==> config.mk <==
export PLATFORM = sky130hd
export DESIGN_NAME = btn_debounce_rpt
export DESIGN_NICKNAME = d
export VERILOG_FILES = /design/src/rtl/btn_debounce_rpt.sv
export SDC_FILE = /design/constraint.sdc
export NUM_CORES = 1
export LEC_CHECK = 0
export BUFFER_PORTS_ARGS = -buffer_cell sky130_fd_sc_hd__buf_2
export CELL_PAD_IN_SITES_DETAIL_PLACEMENT = 0
export CELL_PAD_IN_SITES_GLOBAL_PLACEMENT = 1
export CORE_MARGIN = 5
export CORE_UTILIZATION = 38
export DETAILED_ROUTE_END_ITERATION = 8
export GPL_ROUTABILITY_DRIVEN = 0
export HOLD_SLACK_MARGIN = 0.15
export PLACE_DENSITY_LB_ADDON = 0.2
export SYNTH_ARGS = -nofsm -noshare
export SYNTH_HDL_FRONTEND = slang
export SYNTH_SLANG_ARGS = --single-unit
export TNS_END_PERCENT = 1
==> constraint.sdc <==
create_clock -name clk -period 2.5 [get_ports clk]
set_input_delay 0.125 -clock clk [delete_from_list [all_inputs] [get_ports clk]]
set_output_delay 0.125 -clock clk [all_outputs]
set_load 0.1 [all_outputs]
==> src/rtl/btn_debounce_rpt.sv <==
// Pushbutton debouncer: 2-flop synchronizer, sample-tick FSM, registered level and press tick.
// Define BTN_DEBOUNCE_RPT_AUTO_REPEAT_EN to add auto-repeat ticks while the button is held.
module btn_debounce_rpt #(
    parameter int N        = 19,
    parameter int RPT_DLY  = 50,
    parameter int RPT_RATE = 10
) (
    input  logic clk,
    input  logic reset,
    input  logic sw,
    output logic db_level,
    output logic db_tick
);

    // Bit 2 set marks every state in which the debounced level is high.
    localparam logic [2:0] ZERO = 3'd0;
    localparam logic [2:0] W1_1 = 3'd1;
    localparam logic [2:0] W1_2 = 3'd2;
    localparam logic [2:0] W1_3 = 3'd3;
    localparam logic [2:0] ONE  = 3'd4;
    localparam logic [2:0] W0_1 = 3'd5;
    localparam logic [2:0] W0_2 = 3'd6;
    localparam logic [2:0] W0_3 = 3'd7;

    if (RPT_DLY < 1 || RPT_DLY > 255 || RPT_RATE < 1 || RPT_RATE > 255) begin : g_bad_rpt
        $error("btn_debounce_rpt: RPT_DLY and RPT_RATE must be in 1..255");
    end

    logic         sync_p0;
    logic         sw_s;
    logic [N-1:0] smp_cnt;
    logic         m_tick;
    logic [2:0]   state;
    logic [2:0]   state_nxt;
    logic         press;
    logic         tick_nxt;

    // Stage p0 -> sw_s: metastability filter on the raw button
    always_ff @(posedge clk or posedge reset) begin
        if (reset) begin
            sync_p0 <= 1'b0;
            sw_s    <= 1'b0;
        end else begin
            sync_p0 <= sw;
            sw_s    <= sync_p0;
        end
    end

    always_ff @(posedge clk or posedge reset) begin
        if (reset) smp_cnt <= '0;
        else       smp_cnt <= smp_cnt + 1'b1;
    end

    assign m_tick = &smp_cnt;

    // A reversal of sw_s is tested before m_tick, so it wins in every wait state.
    always_comb begin
        state_nxt = state;
        press     = 1'b0;
        case (state)
            ZERO: if (sw_s) state_nxt = W1_1;
            W1_1: if (!sw_s) state_nxt = ZERO; else if (m_tick) state_nxt = W1_2;
            W1_2: if (!sw_s) state_nxt = ZERO; else if (m_tick) state_nxt = W1_3;
            W1_3: begin
                if (!sw_s) state_nxt = ZERO;
                else if (m_tick) begin
                    state_nxt = ONE;
                    press     = 1'b1;
                end
            end
            ONE:  if (!sw_s) state_nxt = W0_1;
            W0_1: if (sw_s) state_nxt = ONE; else if (m_tick) state_nxt = W0_2;
            W0_2: if (sw_s) state_nxt = ONE; else if (m_tick) state_nxt = W0_3;
            W0_3: if (sw_s) state_nxt = ONE; else if (m_tick) state_nxt = ZERO;
            default: state_nxt = ZERO;
        endcase
    end

    always_ff @(posedge clk or posedge reset) begin
        if (reset) state <= ZERO;
        else       state <= state_nxt;
    end

`ifdef BTN_DEBOUNCE_RPT_AUTO_REPEAT_EN
    localparam logic [7:0] RPT_DLY_C  = 8'(RPT_DLY);
    localparam logic [7:0] RPT_RELOAD = 8'(RPT_DLY - RPT_RATE);

    logic [7:0] rpt_cnt;
    logic       rpt_hit;

    assign rpt_hit = (state == ONE) && m_tick && ((rpt_cnt + 8'd1) == RPT_DLY_C);

    // Counter holds in W0_k so a bounce-back resumes the repeat cadence.
    always_ff @(posedge clk or posedge reset) begin
        if (reset) begin
            rpt_cnt <= 8'd0;
        end else if (press || state_nxt == ZERO) begin
            rpt_cnt <= 8'd0;
        end else if (state == ONE && m_tick) begin
            rpt_cnt <= rpt_hit ? RPT_RELOAD : rpt_cnt + 8'd1;
        end
    end

    assign tick_nxt = press | rpt_hit;
`else
    assign tick_nxt = press;
`endif

    // Registered outputs, aligned with the state register update
    always_ff @(posedge clk or posedge reset) begin
        if (reset) begin
            db_level <= 1'b0;
            db_tick  <= 1'b0;
        end else begin
            db_level <= state_nxt[2];
            db_tick  <= tick_nxt;
        end
    end

endmodule

==> flow_summary.yaml <==
status:
  status: "completed"
drt:
  first_pass_iters: 4
  routed_wirelength_um: 1600
  ant_nets: 0
  drc: 0
  avgRoutedWirePerCell_um: 12.3
  drt-vias-per-instance: 5.06
  vias: 658
  drt_iter0_markers: 21
floorplan:
  die_area_um2: 3960
  initial_core_util_pct: 39.3
  ios: 5
  die_h_um: 62.9
  fp-row-count: 19
  die-width_um: 62.9
  core_area_um2: 2710
final_layout:
  nets: 104
  n_antenna_cell: 0
  area_growth_pct: 9.99
  n_fill_cell: 259
  seqCellArea_um2: 626
  mostFrequentLayoutCells: "25 x dfrtp_1, 12 x xnor2_1, 9 x nand3_1"
  multi_input_area_um2: 420
  layout-drive-gt1-share_pct: 15.2
  final_common_cell: "dfrtp_1"
cts:
  cts_tree: "yes"
  clk_path_buf_depth: 2
  cts-htree-levels: 1
  clkLatencyLatePin_ps: 320
  cts.clk_slew.worst_paths_ps: 140
  ctsResizeCount: 0
  holdBufCountCts: 2
  clockRootBuffer: "clkbuf_4"
  clkSinkCount: 25
  cts_buffers: 3
  post-cts-setup-buffers: 0
global_routing:
  grt.total_usage_pct: 8.82
  grt_max_degree: 26
  first_global_vias: 614
  antenna_found_initial: 0
  overflow: 0
  grt_pass1_wl_um: 2840
critical_path:
  crit_fanout: 6
  critPathMostFrequentCell: "or3_4"
  cp.arrival_ps: 2060
  crit_chain: "ha_1, nand3_2, or3_4, or3_4, xnor2_2"
  crit_slowest_cell: "or3_4"
  slowest_delay_ps: 440
  required_ps: 2720
  worstSetupEndpointType: "flop"
  critPathKind: "reg -> reg"
  cp-start-kind: "flop"
timing:
  fin_skew_ps: 11.5
  min_period_over_period_pct: 73.4
  tns_ps: 0
  hold_viol: 0
  period_needed_ps: 1840
  setup_viol_count_final: 0
  relSlewSlack_pct: 37.5
  maxSlewViolCount: 0
  max_freq_ghz: 0.545
  whs_ps: 351
  rsz0062_at_grt: "false"
  worstMarginPinSlew_ps: 937
pwr:
  p_leak_nw: 0.546
  vdd_drop_max_mv: 0.298
  power_density_nw_per_um2: 513
placed_design:
  place.detailed.hpwl_um: 1130
  io_buffers: 4
hold_path:
  min_path_type: "reg -> reg"
synth:
  syn_area_um2: 1060
  synth_cell_types: 22
  ys_seq_elements: 25
  yosys_warnings: 0
  syn_nets: 93
  netlist_instances: 89
  syn_area_per_cell_um2: 12.0
  synth-seq-area-share_pct: 58.8
run:
  max_cap_viol_count: 0
[report_power, final]
part / switching (mW) / internal [mW]
clock: 0.119 / 0.0598
sequential: 0.00148 / 0.407
combinational: 0.00909 / 0.00422
total: 0.130 / 0.471
[synthesized netlist by cell type]
master / count / area, um2
and4b_1: 1 / 10.0
nand3_1: 9 / 45.0
nand4_1: 2 / 12.5
a311oi_1: 1 / 8.76
or4_1: 1 / 7.51
xnor2_2: 1 / 16.3
nor4_1: 3 / 18.8
a21oi_1: 1 / 5.00
nand3_2: 3 / 30.0
xnor2_1: 12 / 105
dfrtp_1: 25 / 626
xor2_1: 5 / 43.8
nor3_1: 2 / 10.0
o21ai_0: 1 / 5.00
nand2_1: 6 / 22.5
nand4b_1: 1 / 8.76
inv_1: 5 / 18.8
ha_1: 1 / 12.5
mux2_2: 1 / 11.3
and3_1: 1 / 6.26
nor2_1: 5 / 18.8
or3_4: 2 / 22.5
[layout make-up]
cell class                 instances  share of cell area, %
clock inverter                     1                  0.427
timing repair buffer               6                   3.42
sequential                        25                   53.4
clock buffer                       3                   1.92
tap                               31                   3.31
multi-input combinational         59                   35.9
inverter                           5                   1.60
[critical path: cells and delay by family (launching register included)]
kind	cells	cell delay (ps)
adders and majority gates	1	210
and+or+nand+nor	3	990
xor gates and xnor gates	1	130
DFF	1	410
[kinds of logic after synthesis]
logic type / share of synthesized area [%]
AOI/OAI and AO/OA: 1.76
xor gates and xnor gates: 15.5
adders and majority gates: 1.17
buffers and inverters: 1.76
DFF: 58.8
muxes: 1.06
and+or+nand+nor: 20.0
[metrics by stage]
stage / setup slack (ps) / power [mW] / util (%) / std cells / area, um2
2_1_floorplan: 744 / 0.423 / - / 89 / 1060
3_3_place_gp: 695 / 0.428 / 41.5 / 124 / 1120
3_5_place_dp: 656 / 0.428 / 41.5 / 124 / 1120
4_1_cts: 639 / 0.613 / 43.2 / 130 / 1170
5_1_grt: 557 / 0.637 / 43.2 / 130 / 1170
6_report: 665 / 0.601 / 43.2 / 130 / 1170
[metal layers]
metal	wire length, um	track usage [%]	vias to the layer above
met5	0	0	-
met4	14	2.39	0
met3	34	3.42	2
met2	735	13.1	2
met1	812	12.0	329
li1	-	-	325
[state kept, by name, indices dropped and copies added (netlist names)]
register and cells:
smp_cnt 19, sw_s 1, sync_p0 1, db_tick 1
state 3
[worst paths after layout]
kind,start,slack [ps],cells after the start,end
max,smp_cnt[0]$_DFF_PP0_,660,5,smp_cnt[16]$_DFF_PP0_
min,sync_p0$_DFF_PP0_,350,0,sw_s$_DFF_PP0_
max reg2reg,smp_cnt[0]$_DFF_PP0_,660,5,smp_cnt[16]$_DFF_PP0_
min reg2reg,sync_p0$_DFF_PP0_,350,0,sw_s$_DFF_PP0_
max in group asynchronous,reset,1380,3,smp_cnt[9]$_DFF_PP0_
min in group asynchronous,reset,530,3,smp_cnt[4]$_DFF_PP0_
No activity file was read; power rests on OpenSTA's default activity.
